[config.mk]
export PLATFORM = sky130hd
export DESIGN_NAME = writeback_arbiter_flat
export DESIGN_NICKNAME = d
export VERILOG_FILES = /design/src/rtl/writeback_arbiter_if.sv /design/src/rtl/writeback_arbiter.sv /design/src/flat_wrapper.sv
export SDC_FILE = /design/constraint.sdc
export NUM_CORES = 1
export LEC_CHECK = 0
export ABC_CLOCK_PERIOD_IN_PS = 23600
export CELL_PAD_IN_SITES_DETAIL_PLACEMENT = 1
export CELL_PAD_IN_SITES_GLOBAL_PLACEMENT = 1
export CORE_UTILIZATION = 23
export DETAILED_ROUTE_END_ITERATION = 10
export PLACE_DENSITY = 0.47
export SLEW_MARGIN = 0
export SYNTH_ARGS = -nofsm -noshare
export SYNTH_HDL_FRONTEND = slang
export SYNTH_SLANG_ARGS = --single-unit
[constraint.sdc]
create_clock -name clk -period 23.6 [get_ports clk]
set_clock_uncertainty 0.2 [all_clocks]
set_input_delay 4.72 -clock clk [delete_from_list [all_inputs] [get_ports clk]]
set_output_delay 4.72 -clock clk [all_outputs]
set_load 0.01 [all_outputs]
[src/rtl/writeback_arbiter_if.sv]
// Result-channel handshake and register-file write-port bundle for writeback_arbiter.
// master = functional-unit/register-file side, slave = the arbiter.
interface writeback_arbiter_if #(
    parameter int unsigned REG_NUM         = 32,
    parameter int unsigned DATA_WIDTH      = 32,
    parameter int unsigned NUM_WRITE_PORTS = 4,
    parameter int unsigned NUM_SOURCES     = 6
);
    localparam int unsigned ADDR_W = $clog2(REG_NUM);
    localparam int unsigned CNT_W  = $clog2(NUM_WRITE_PORTS + 1);

    logic [NUM_SOURCES-1:0]                srcValid;
    logic [NUM_SOURCES*ADDR_W-1:0]         srcAddr;
    logic [NUM_SOURCES*DATA_WIDTH-1:0]     srcData;
    logic [NUM_SOURCES-1:0]                srcReady;
    logic [NUM_WRITE_PORTS-1:0]            writeEnable;
    logic [NUM_WRITE_PORTS*ADDR_W-1:0]     writeAddr;
    logic [NUM_WRITE_PORTS*DATA_WIDTH-1:0] dataInputs;
    logic [CNT_W-1:0]                      grantCount;

    modport master (
        output srcValid, srcAddr, srcData,
        input  srcReady, writeEnable, writeAddr, dataInputs, grantCount
    );

    modport slave (
        input  srcValid, srcAddr, srcData,
        output srcReady, writeEnable, writeAddr, dataInputs, grantCount
    );
endinterface

[src/rtl/writeback_arbiter.sv]
// Round-robin writeback arbiter: accepts up to NUM_WRITE_PORTS results per cycle, never two
// enabled writes to the same register, never a write to r0, one register stage to the ports.
module writeback_arbiter #(
    parameter int unsigned REG_NUM         = 32,
    parameter int unsigned DATA_WIDTH      = 32,
    parameter int unsigned NUM_WRITE_PORTS = 4,
    parameter int unsigned NUM_SOURCES     = 6
) (
    input logic               clk,
    input logic               rstN,
    writeback_arbiter_if.slave wb
);
    localparam int unsigned ADDR_W = $clog2(REG_NUM);
    localparam int unsigned CNT_W  = $clog2(NUM_WRITE_PORTS + 1);
    localparam int unsigned PTR_W  = (NUM_SOURCES > 1) ? $clog2(NUM_SOURCES) : 1;

    logic [PTR_W-1:0]                      rr_q, rr_d;
    logic [NUM_WRITE_PORTS-1:0]            we_q, we_d;
    logic [NUM_WRITE_PORTS*ADDR_W-1:0]     addr_q, addr_d;
    logic [NUM_WRITE_PORTS*DATA_WIDTH-1:0] data_q, data_d;
    logic [CNT_W-1:0]                      cnt_q, cnt_d;
    logic [NUM_SOURCES-1:0]                grant;
    int unsigned                           idx;
    int unsigned                           n;
    logic [ADDR_W-1:0]                     cur_addr;
    logic                                  hit;

    always_comb begin
        grant    = '0;
        we_d     = '0;
        addr_d   = addr_q;
        data_d   = data_q;
        rr_d     = rr_q;
        idx      = 0;
        n        = 0;
        cur_addr = '0;
        hit      = 1'b0;
        for (int unsigned off = 0; off < NUM_SOURCES; off++) begin
            idx = 32'(rr_q) + off;
            if (idx >= NUM_SOURCES) idx = idx - NUM_SOURCES;
            cur_addr = wb.srcAddr[idx*ADDR_W +: ADDR_W];
            // Only enabled (nonzero-address) earlier grants block a later source.
            hit = 1'b0;
            for (int unsigned k = 0; k < NUM_WRITE_PORTS; k++) begin
                if (we_d[k] && (addr_d[k*ADDR_W +: ADDR_W] == cur_addr)) hit = 1'b1;
            end
            if (wb.srcValid[idx] && (n < NUM_WRITE_PORTS) && !hit) begin
                grant[idx]                          = 1'b1;
                we_d[n]                             = (cur_addr != '0);
                addr_d[n*ADDR_W +: ADDR_W]          = cur_addr;
                data_d[n*DATA_WIDTH +: DATA_WIDTH]  = wb.srcData[idx*DATA_WIDTH +: DATA_WIDTH];
                n                                   = n + 1;
                rr_d = (idx == NUM_SOURCES - 1) ? '0 : PTR_W'(idx + 1);
            end
        end
        cnt_d = CNT_W'(n);
    end

    always_ff @(posedge clk or negedge rstN) begin
        if (!rstN) begin
            rr_q   <= '0;
            we_q   <= '0;
            addr_q <= '0;
            data_q <= '0;
            cnt_q  <= '0;
        end else begin
            rr_q   <= rr_d;
            we_q   <= we_d;
            addr_q <= addr_d;
            data_q <= data_d;
            cnt_q  <= cnt_d;
        end
    end

    always_comb begin
        wb.srcReady    = rstN ? grant : '0;
        wb.writeEnable = we_q;
        wb.writeAddr   = addr_q;
        wb.dataInputs  = data_q;
        wb.grantCount  = cnt_q;
    end
endmodule

[src/flat_wrapper.sv]
// flat-port wrapper written by rule: the top's interface ports become plain ports
module writeback_arbiter_flat 
#(
    parameter int unsigned REG_NUM         = 32,
    parameter int unsigned DATA_WIDTH      = 32,
    parameter int unsigned NUM_WRITE_PORTS = 4,
    parameter int unsigned NUM_SOURCES     = 6
)
  (clk, rstN, wb_srcValid, wb_srcAddr, wb_srcData, wb_srcReady, wb_writeEnable, wb_writeAddr, wb_dataInputs, wb_grantCount);
  writeback_arbiter_if #(.REG_NUM(REG_NUM), .DATA_WIDTH(DATA_WIDTH), .NUM_WRITE_PORTS(NUM_WRITE_PORTS), .NUM_SOURCES(NUM_SOURCES)) wb_i ();
  input logic clk;
  input logic rstN;
  input wire logic [$bits(wb_i.srcValid)-1:0] wb_srcValid;
  input wire logic [$bits(wb_i.srcAddr)-1:0] wb_srcAddr;
  input wire logic [$bits(wb_i.srcData)-1:0] wb_srcData;
  output wire logic [$bits(wb_i.srcReady)-1:0] wb_srcReady;
  output wire logic [$bits(wb_i.writeEnable)-1:0] wb_writeEnable;
  output wire logic [$bits(wb_i.writeAddr)-1:0] wb_writeAddr;
  output wire logic [$bits(wb_i.dataInputs)-1:0] wb_dataInputs;
  output wire logic [$bits(wb_i.grantCount)-1:0] wb_grantCount;
  assign wb_i.srcValid = wb_srcValid;
  assign wb_i.srcAddr = wb_srcAddr;
  assign wb_i.srcData = wb_srcData;
  assign wb_srcReady = wb_i.srcReady;
  assign wb_writeEnable = wb_i.writeEnable;
  assign wb_writeAddr = wb_i.writeAddr;
  assign wb_dataInputs = wb_i.dataInputs;
  assign wb_grantCount = wb_i.grantCount;
  writeback_arbiter #(.REG_NUM(REG_NUM), .DATA_WIDTH(DATA_WIDTH), .NUM_WRITE_PORTS(NUM_WRITE_PORTS), .NUM_SOURCES(NUM_SOURCES)) u_core (.clk(clk), .rstN(rstN), .wb(wb_i));
endmodule
==> out/results.ini <==
[worst_setup_path]
startpoint_type = primary input
cp_slowest_cell = o41ai_1
crit_path_max_incr_delay_ns = 0.87
path_max_fanout = 14
worstPathRequired_ns = 18.68
cp_data_arrival_time_ns = 17.92
end_kind = output pin
critPathKind = in2out

[place]
place_congestion = 0.948
io_buffers = 390
placed_cells = 6714
hpwl_mm = 169
place_worst_setup_slack_ns = 0.653

[routing]
wl_per_cell_um = 32.1
vias = 39900
drtAntennaViolNets = 0
vias_per_cell = 5.91
drt_iter0_drc = 3168
first_pass_iters = 5
drc = 0
routed_wl_mm = 217

[layout]
seq_area_um2 = 3960
drive_gt1_share_pct = 10.6
instances_no_fill = 6753
finish.utilization_pct = 27.9
nets = 5186
fillers = 17200
synthToLayoutAreaGrowth_pct = 20.1
multi_input_area_um2 = 27100

[floorplanning]
dieArea_um2 = 145000
fp.dieH_um = 380
pin_count = 391
core_area_um2 = 142000
std_cell_rows = 138
start_util_pct = 23.2
die_x_um = 380

[timing]
finalSetupViolCount = 0
drv_slew = 1
rsz0062_at_grt = no
worst_slew_pin_slew_ns = 1.47
fin_crit_ns = 22.84
tns_ns = 0
slew_headroom_pct = -0.551
max_freq_mhz = 43.8
fin_ws_ns = 0.761
period_share_pct = 96.8
finalHoldViolCount = 0

[status]
violations = max-capacitance violations, max-slew violations
status = complete, but fails checks

[synth]
synth_async_sr_flop_share_pct = 100
synth_top_area_share_pct = 12.0
synth_ff_type = dfrtp_1
synth.area.top_cells = dfrtp_1, mux2i_1, nand2_1
synth_cell_type_count = 114
synth_warnings = 0
synthCells = 4705
synth_edf_count = 0
avgSynthCellArea_um2 = 7.00
ys_ff_latch = 158
seq_area_frac_synth_pct = 12.0
yosys.area.top_type = dfrtp_1
netlist_area_um2 = 32900

[global_route]
grtUsageTotal_pct = 28.8
grt_pass1_wl_mm = 305
antenna_found_initial = 10
grt_overflow = 0
met2_usage_pct = 50.2
grt_pass1_vias = 40600
grt_max_degree = 87
grt_util_met1_pct = 34.1
use_met3_pct = 3.78
grt_busiest_layer = met2

[clock_tree]
cts_buffer_depth = 2
htree_levels = 4
tritoncts = built
cts_resized = 0
clkLatencyLatePin_ns = 0.51
clk_pin_slew_ns = 0.08
numCtsBuffers = 17
cts-root-buf = clkbuf_16
postCtsHoldBufs = 0
clock-sinks = 158

[job]
maxCapViolations = 1

[min_path]
hold_path_class = reg2reg

[path summary, 6_finish.rpt]
kind                                              to                      start  slack, ns  cells after the start
min                        u_core.wb.dataInputs[105]  u_core.wb.dataInputs[105]       0.53                      3
max                                   wb_srcReady[2]             wb_srcAddr[17]       0.76                     40
max reg2reg                   u_core.wb.writeAddr[1]             u_core.rr_q[1]       4.35                     55
min reg2reg                u_core.wb.dataInputs[105]  u_core.wb.dataInputs[105]       0.53                      3
min in group asynchronous   u_core.wb.dataInputs[73]                       rstN       3.95                      1
max in group asynchronous   u_core.wb.dataInputs[29]                       rstN      18.07                      2
[metrics by stage]
stage               hold slack (ns)  area (um^2)
floorplan                     0.515        32900
global placement              0.510        38900
detailed placement            0.518        38900
CTS                           0.538        39500
global route                  0.583        39500
finish                        0.527        39500
[registers in the layout (all words and copies together), names as in the netlist]
name,cells
u_core.wb.writeEnable,4
u_core.wb.dataInputs,128
u_core.rr_q,3
u_core.wb.writeAddr,20
u_core.wb.grantCount,3
[critical path: cells and delay by family]
| kind | cells | cell delay [ns] |
|---|---|---|
| compound gates | 17 | 6.26 |
| simple gates | 13 | 3.72 |
| buf+inv | 6 | 1.75 |
| fa+ha+maj | 2 | 0.64 |
| mux | 1 | 0.56 |
| xor+xnor | 1 | 0.26 |
[final cells by class]
class                           count  share of cell area, %
Tap cell                         1890                   5.98
Antenna cell                        6                 0.0380
Clock buffer                       21                   1.22
Sequential cell                   158                   10.0
Timing Repair Buffer              543                   12.8
Multi-Input combinational cell   4028                   68.7
Inverter                           97                  0.921
Clock inverter                     10                  0.323
[layer usage]
layer	wire length [um]	vias to the layer above
met5	39	-
met2	105000	1424
met3	11500	370
met4	13800	6
met1	86700	20200
li1	-	17900
[synth_stat cells, drive strengths merged (85+ instances only)]
| library cell | n |
|---|---|
| a211oi | 178 |
| a21oi | 373 |
| a31oi | 127 |
| buf | 92 |
| clkbuf | 337 |
| dfrtp | 158 |
| ha | 102 |
| inv | 85 |
| mux2 | 181 |
| mux2i | 379 |
| nand2 | 584 |
| nand3 | 241 |
| nor2 | 381 |
| nor3 | 203 |
| o211ai | 139 |
| o21ai | 321 |
[logic make-up (layout without fill, tap and decap cells)]
logic type	after synthesis	after routing	share of synthesized area, %
flops	158	158	12.0
mux	602	602	20.6
fa+ha+maj	111	111	4.42
compound gates	1479	1480	29.2
other cells	2	14	0.0228
buf+inv	526	671	6.36
xor+xnor	96	96	2.77
simple gates	1731	1731	24.6
[repair_timing]
action | 4_1_cts | 5_1_grt
buffers inserted | 0 | 1
setup endpoints to repair | 0 | 6
endpoints found under the hold margin | 0 | 0
[cells in the final DEF, fill, tap and decap left out, types with 55 or more instances in the layout]
cell             count
xnor2_1             60
buf_4              152
a21oi_1            366
inv_1               77
o211ai_1           139
a211oi_1           176
dfrtp_1            157
nor3_1             199
o21ai_0            308
mux2i_1            379
nor2_1             369
nand2_1            579
a31oi_1            125
mux2_2             176
clkdlybuf4s50_1    389
and2_1              55
nand3_1            240
ha_1               100
Power is left out: the tool's default activity adds up to more than one toggle a clock period on the data nets, which glitch-free logic cannot reach.
